==> src/rtl/chess_countdown_if.sv <==
// Game-control inputs and clock-display outputs of the chess countdown timer.
interface chess_countdown_if;
  logic       p1;
  logic       p2;
  logic       Load;
  logic       ff;
  logic [1:0] time_sel;
  logic       inc_en;
  logic [6:0] p1_min;
  logic [6:0] p2_min;
  logic [5:0] p1_sec;
  logic [5:0] p2_sec;
  logic       p1_flag;
  logic       p2_flag;
  logic       tick;

  // Game-state controller side
  modport master (
    output p1, p2, Load, ff, time_sel, inc_en,
    input  p1_min, p2_min, p1_sec, p2_sec, p1_flag, p2_flag, tick
  );

  // Countdown timer side
  modport slave (
    input  p1, p2, Load, ff, time_sel, inc_en,
    output p1_min, p2_min, p1_sec, p2_sec, p1_flag, p2_flag, tick
  );
endinterface

==> src/rtl/chess_countdown.sv <==
// Two-player chess clock: per-player mm:ss countdown with a one-second prescaler,
// per-move increment bonus and sticky time-expired flags.
module chess_countdown #(
  parameter int unsigned TICK_DIV = 50_000_000,
  parameter int unsigned INC_SEC  = 2
) (
  input logic               Clock,
  input logic               Reset,
  chess_countdown_if.slave  bus
);

  typedef enum logic [2:0] {
    StIdle, StLoaded, StRunP1, StRunP2, StHalt, StExpired
  } state_e;

  typedef enum logic [1:0] {LastNone, LastP1, LastP2} last_e;

  localparam logic [25:0] PresMax = 26'(TICK_DIV - 1);

  state_e      state_q, state_d;
  last_e       last_q, last_d;
  logic [25:0] presc_q, presc_d;
  logic [6:0]  p1_min_q, p1_min_d, p2_min_q, p2_min_d;
  logic [5:0]  p1_sec_q, p1_sec_d, p2_sec_q, p2_sec_d;
  logic        p1_flag_q, p1_flag_d, p2_flag_q, p2_flag_d;
  logic        tick_q, tick_d;

  function automatic logic [6:0] preset_min(input logic [1:0] sel);
    logic [6:0] m;
    unique case (sel)
      2'b00:   m = 7'd1;
      2'b01:   m = 7'd3;
      2'b10:   m = 7'd5;
      default: m = 7'd10;
    endcase
    return m;
  endfunction

  // mm:ss minus one second, borrowing from minutes; 00:00 stays put.
  function automatic logic [12:0] dec_time(input logic [6:0] m, input logic [5:0] s);
    logic [12:0] r;
    if (s != 6'd0)      r = {m, s - 6'd1};
    else if (m != 7'd0) r = {m - 7'd1, 6'd59};
    else                r = 13'd0;
    return r;
  endfunction

  // mm:ss plus the bonus, carrying into minutes and clamping at 99:59.
  function automatic logic [12:0] add_bonus(input logic [6:0] m, input logic [5:0] s);
    logic [6:0]  s_sum;
    logic [6:0]  m_sum;
    logic [12:0] r;
    s_sum = {1'b0, s} + 7'(INC_SEC);
    m_sum = m;
    if (s_sum >= 7'd60) begin
      s_sum = s_sum - 7'd60;
      m_sum = m_sum + 7'd1;
    end
    if (m_sum > 7'd99) r = {7'd99, 6'd59};
    else               r = {m_sum, s_sum[5:0]};
    return r;
  endfunction

  // Next-state: ff > Load > single running player > hold.
  always_comb begin
    state_d   = state_q;
    last_d    = last_q;
    presc_d   = presc_q;
    p1_min_d  = p1_min_q;
    p1_sec_d  = p1_sec_q;
    p2_min_d  = p2_min_q;
    p2_sec_d  = p2_sec_q;
    p1_flag_d = p1_flag_q;
    p2_flag_d = p2_flag_q;
    tick_d    = 1'b0;

    if (bus.ff) begin
      state_d   = StIdle;
      last_d    = LastNone;
      presc_d   = '0;
      p1_min_d  = '0;
      p1_sec_d  = '0;
      p2_min_d  = '0;
      p2_sec_d  = '0;
      p1_flag_d = 1'b0;
      p2_flag_d = 1'b0;
    end else if (bus.Load) begin
      state_d   = StLoaded;
      last_d    = LastNone;
      presc_d   = '0;
      p1_min_d  = preset_min(bus.time_sel);
      p1_sec_d  = '0;
      p2_min_d  = preset_min(bus.time_sel);
      p2_sec_d  = '0;
      p1_flag_d = 1'b0;
      p2_flag_d = 1'b0;
    end else begin
      unique case (state_q)
        StLoaded, StHalt, StRunP1, StRunP2: begin
          if (bus.p1 && !bus.p2) begin
            last_d = LastP1;
            if (state_q != StRunP1) begin
              state_d = StRunP1;
              presc_d = '0;
              // P2 just handed the move over: credit P2's bonus.
              if (last_q == LastP2 && bus.inc_en && !p2_flag_q)
                {p2_min_d, p2_sec_d} = add_bonus(p2_min_q, p2_sec_q);
            end else if (presc_q == PresMax) begin
              presc_d = '0;
              tick_d  = 1'b1;
              {p1_min_d, p1_sec_d} = dec_time(p1_min_q, p1_sec_q);
              if (p1_min_d == 7'd0 && p1_sec_d == 6'd0) begin
                p1_flag_d = 1'b1;
                state_d   = StExpired;
              end
            end else begin
              presc_d = presc_q + 26'd1;
            end
          end else if (bus.p2 && !bus.p1) begin
            last_d = LastP2;
            if (state_q != StRunP2) begin
              state_d = StRunP2;
              presc_d = '0;
              if (last_q == LastP1 && bus.inc_en && !p1_flag_q)
                {p1_min_d, p1_sec_d} = add_bonus(p1_min_q, p1_sec_q);
            end else if (presc_q == PresMax) begin
              presc_d = '0;
              tick_d  = 1'b1;
              {p2_min_d, p2_sec_d} = dec_time(p2_min_q, p2_sec_q);
              if (p2_min_d == 7'd0 && p2_sec_d == 6'd0) begin
                p2_flag_d = 1'b1;
                state_d   = StExpired;
              end
            end else begin
              presc_d = presc_q + 26'd1;
            end
          end else if (!bus.p1 && !bus.p2) begin
            // Nobody running: pause after a run, otherwise stay loaded.
            if (state_q == StRunP1 || state_q == StRunP2) begin
              state_d = StHalt;
              presc_d = '0;
            end
          end
          // p1 && p2 is illegal: everything holds.
        end
        default: ;  // StIdle and StExpired wait for Load or ff
      endcase
    end
  end

  // State and registered outputs; Reset clears asynchronously.
  always_ff @(posedge Clock or negedge Reset) begin
    if (!Reset) begin
      state_q   <= StIdle;
      last_q    <= LastNone;
      presc_q   <= '0;
      p1_min_q  <= '0;
      p1_sec_q  <= '0;
      p2_min_q  <= '0;
      p2_sec_q  <= '0;
      p1_flag_q <= 1'b0;
      p2_flag_q <= 1'b0;
      tick_q    <= 1'b0;
    end else begin
      state_q   <= state_d;
      last_q    <= last_d;
      presc_q   <= presc_d;
      p1_min_q  <= p1_min_d;
      p1_sec_q  <= p1_sec_d;
      p2_min_q  <= p2_min_d;
      p2_sec_q  <= p2_sec_d;
      p1_flag_q <= p1_flag_d;
      p2_flag_q <= p2_flag_d;
      tick_q    <= tick_d;
    end
  end

  assign bus.p1_min  = p1_min_q;
  assign bus.p1_sec  = p1_sec_q;
  assign bus.p2_min  = p2_min_q;
  assign bus.p2_sec  = p2_sec_q;
  assign bus.p1_flag = p1_flag_q;
  assign bus.p2_flag = p2_flag_q;
  assign bus.tick    = tick_q;

endmodule

==> src/flat_wrapper.sv <==
// flat-port wrapper written by rule: the top's interface ports become plain ports
module chess_countdown_flat 
#(
  parameter int unsigned TICK_DIV = 50_000_000,
  parameter int unsigned INC_SEC  = 2
)
  (Clock, Reset, bus_p1, bus_p2, bus_Load, bus_ff, bus_time_sel, bus_inc_en, bus_p1_min, bus_p2_min, bus_p1_sec, bus_p2_sec, bus_p1_flag, bus_p2_flag, bus_tick);
  chess_countdown_if bus_i ();
  input logic Clock;
  input logic Reset;
  input wire logic [$bits(bus_i.p1)-1:0] bus_p1;
  input wire logic [$bits(bus_i.p2)-1:0] bus_p2;
  input wire logic [$bits(bus_i.Load)-1:0] bus_Load;
  input wire logic [$bits(bus_i.ff)-1:0] bus_ff;
  input wire logic [$bits(bus_i.time_sel)-1:0] bus_time_sel;
  input wire logic [$bits(bus_i.inc_en)-1:0] bus_inc_en;
  output wire logic [$bits(bus_i.p1_min)-1:0] bus_p1_min;
  output wire logic [$bits(bus_i.p2_min)-1:0] bus_p2_min;
  output wire logic [$bits(bus_i.p1_sec)-1:0] bus_p1_sec;
  output wire logic [$bits(bus_i.p2_sec)-1:0] bus_p2_sec;
  output wire logic [$bits(bus_i.p1_flag)-1:0] bus_p1_flag;
  output wire logic [$bits(bus_i.p2_flag)-1:0] bus_p2_flag;
  output wire logic [$bits(bus_i.tick)-1:0] bus_tick;
  assign bus_i.p1 = bus_p1;
  assign bus_i.p2 = bus_p2;
  assign bus_i.Load = bus_Load;
  assign bus_i.ff = bus_ff;
  assign bus_i.time_sel = bus_time_sel;
  assign bus_i.inc_en = bus_inc_en;
  assign bus_p1_min = bus_i.p1_min;
  assign bus_p2_min = bus_i.p2_min;
  assign bus_p1_sec = bus_i.p1_sec;
  assign bus_p2_sec = bus_i.p2_sec;
  assign bus_p1_flag = bus_i.p1_flag;
  assign bus_p2_flag = bus_i.p2_flag;
  assign bus_tick = bus_i.tick;
  chess_countdown #(.TICK_DIV(TICK_DIV), .INC_SEC(INC_SEC)) u_core (.Clock(Clock), .Reset(Reset), .bus(bus_i));
endmodule
==> config.mk <==
export PLATFORM = sky130hd
export DESIGN_NAME = chess_countdown_flat
export DESIGN_NICKNAME = d
export VERILOG_FILES = /design/src/rtl/chess_countdown_if.sv /design/src/rtl/chess_countdown.sv /design/src/flat_wrapper.sv
export SDC_FILE = /design/constraint.sdc
export NUM_CORES = 1
export LEC_CHECK = 0
export CAP_MARGIN = 25
export CORE_ASPECT_RATIO = 0.9
export CORE_UTILIZATION = 40
export DETAILED_ROUTE_END_ITERATION = 10
export MAX_ROUTING_LAYER = met4
export SLEW_MARGIN = 10
export SYNTH_ARGS = -nofsm -noshare
export SYNTH_HDL_FRONTEND = slang
export SYNTH_SLANG_ARGS = --single-unit
==> constraint.sdc <==
create_clock -name Clock -period 3.1 [get_ports Clock]
set_input_delay 0.465 -clock Clock [delete_from_list [all_inputs] [get_ports Clock]]
set_output_delay 0.465 -clock Clock [all_outputs]
set_load 0.01 [all_outputs]
==> metrics.cfg <==
[run_status]
status=completed

[yosys]
yosys-mux-area-fraction=0.0136
synth_compound_area_frac=0.279
synthAdderAreaFrac=0.0476
synthArstFlopShare=1.00
yosysWarnings=0
syn-num-nets=694
synth.cell_area_sq_mm=0.00526
synth_xor_area_frac=0.0480
yosysSeqAreaShare=0.285
yosysTopAreaCellShare=0.285
synth-simple-area-share=0.278
synth_top_family_by_area=compound AO/OA/AOI/OAI gates
ys_top_cells_by_area=dfrtp_1 (29%), nor2_1 (5.1%), ha_1 (4.8%)
synth.avg_cell_area_sq_um=7.91
synth_cells=665
synth-seq-cells=60
synthFlopType=dfrtp_1
synth_top_area_cell=dfrtp_1
synth_edf_count=0
ys_types=86

[sta]
worst_pin_slew_ns=0.780
fin_crit_ns=3.01
final.setup.tns_ns=0
hold_viol_final=0
max_slew_margin=0.467
max_clock_freq_ghz=0.333
period_share=0.970
clock_skew_ns=0.00621
slew_viol_final=0
setup_viol=0

[critical_path]
path_class=reg2reg
end_kind=register
worstPathRequired_ns=3.30
cpPeakStageDelay_ns=0.53
cp_slowest_cell=or4b_4
worstPathCellList=inv_1, ha_1, or4b_4, or4_1, o31ai_2, a2111oi_4, a21oi_2, a21oi_2, mux2_1
crit_top_cell=a21oi_2
rrSetupSlack_ns=0.09
cp_top_family=simple AND/OR/NAND/NOR gates
crit_buf_inv=1
start_kind=register
crit_arrival_ns=3.21
critPathMaxFanout=10

[clock_tree]
cts_tree=done
cts_htree_levels=3
cts_num_sinks=60
clk_latency_ns=0.33
cts_root_buf=clkbuf_16
clkTransAtPathRegs_ns=0.05
cts_made_buffers=9
cts_buffer_depth=2

[final_layout]
final_common_cell=buf_4
final_cell_mix=buf_4 (73), nor2_1 (72), dfrtp_1 (59)
area_growth_pct=25.7
final_cell_area_sq_mm=0.00661
num_antenna_cells=0
nNetsFinal=774
drive_gt1_frac=0.160

[floorplanning]
core-area_sq_mm=0.0127
initial_core_util=0.413
die_w_um=123
ioPinCount=38
die-height_um=111
dieArea_sq_mm=0.0136
row_count=39

[detailed_routing]
drt_iter0_drc=572
via_count=5600
ant_nets=0
wl_per_cell_um=18.3
drc=0
firstDrtPassIters=5
vias_per_cell=6.13
routed_wirelength_um=16700

[global_routing]
grt_pass1_wl_um=27000
grt_pass1_vias=5165
grt_max_degree=37
grt_use_total=0.259
grt_overflow=0
antenna_found_initial=0

[run]
drv_cap=0

[pwr]
ir_drop_mv=0.252
power_leakage_nw=2.76
seq_power_share=0.276
p_int_w=0.00203
power.switching_w=0.00117
powerDensity_mw_per_mm2=484
clockPowerShare=0.312
swShare=0.366
pwr-share-comb=0.413

[min_path]
hp-class=in2async

[placement]
placed_cell_area_sq_mm=0.00622
place.gp.congestion=0.952
port_buffers=37
dp_hpwl_um=12500

==> layout make-up <==
cell class | count | area (sq um)
clock buffers | 12 | 246
clock inverters | 4 | 48.8
fillers | 1199 | 6120
inverters | 23 | 86.3
multi-input cells | 540 | 3590
flip-flops and latches | 60 | 1500
well taps | 164 | 205
repair buffers | 111 | 933
==> Yosys cell counts (12+ instances only) <==
cell      count
o21ai_1      21
a21oi_1      31
xnor2_1      12
nor3_1       19
nand2_1      50
ha_1         20
xor2_1       15
clkbuf_1     33
inv_1        23
o21ai_0      40
nor2_1       72
dfrtp_1      60
a31oi_1      12
nand3_1      33
a211oi_1     14
==> what timing repair did <==
action / 4_1_cts / 5_1_grt
hold buffers: 0 / 0
pin swaps: 1 / 2
setup buffers: 0 / 3
gates cloned: 0 / 0
endpoints found under the hold margin: 0 / 0
gates resized for setup: 1 / 15
endpoints found under the setup margin: 1 / 14
==> power groups by stage <==
stage          Clock (W)  Combinational, W  Sequential, W
3_3_place_gp           0           0.00124       0.000889
3_5_place_dp           0           0.00125       0.000890
6_report        0.000997           0.00132       0.000882
4_1_cts          0.00102           0.00126       0.000877
5_1_grt          0.00106           0.00143       0.000890
2_1_floorplan          0          0.000752       0.000911
==> worst paths after layout <==
| kind | startpoint | endpoint | cells after the start |
|---|---|---|---|
| setup / recovery | u_core.bus.p2_sec[1] | u_core.state_q[1] | 9 |
| hold / removal | Reset | u_core.bus.p2_min[3] | 1 |
| min in group Clock | u_core.last_q[1] | u_core.last_q[1] | 2 |
| hold reg to reg | u_core.last_q[1] | u_core.last_q[1] | 2 |
| max in group asynchronous | Reset | u_core.presc_q[21] | 2 |
| setup reg to reg | u_core.bus.p2_sec[1] | u_core.state_q[1] | 9 |
==> registers in the layout (all words and copies together) (netlist names) <==
signal              count
u_core.bus.p1_flag      1
u_core.last_q           2
u_core.bus.p1_sec       6
u_core.bus.p2_min       7
u_core.bus.p2_sec       6
u_core.bus.tick         1
u_core.bus.p2_flag      1
u_core.state_q          3
u_core.bus.p1_min       7
u_core.presc_q         26
==> worst reg2reg max path, cell delays in order, from the launching register on <==
cell,delay (ns)
dfrtp_1,0.39
inv_1,0.12
ha_1,0.17
or4b_4,0.53
or4_1,0.52
o31ai_2,0.41
a2111oi_4,0.10
a21oi_2,0.23
a21oi_2,0.06
mux2_1,0.32
==> through the flow <==
step                       util  setup slack, ns  hold WS, ns  power (W)  cells
after global placement    0.488           0.0467        0.486    0.00213    895
after detailed placement  0.488          -0.0283        0.496    0.00214    895
after floorplan               -          0.00102        0.169    0.00166    665
final                     0.519           0.0925        0.156    0.00320    914
after CTS                 0.512           0.0318        0.175    0.00317    911
after global routing      0.519          -0.0341        0.205    0.00339    914
==> cell families after synthesis <==
logic type / count (synthesis)
and+or+nand+nor: 276
AOI/OAI and AO/OA: 209
xor gates and xnor gates: 28
DFF: 60
buffers and inverters: 65
muxes: 7
adders and majority gates: 20
==> metal layers <==
layer | share of wire | GRT usage | wire, um
met2 | 0.44 | 0.375 | 7420
met5 | 0 | - | 0
met1 | 0.46 | 0.365 | 7760
met3 | 0.073 | 0.0494 | 1220
met4 | 0.019 | 0.0724 | 316
Note: power is estimated with default switching activity, not from simulation.
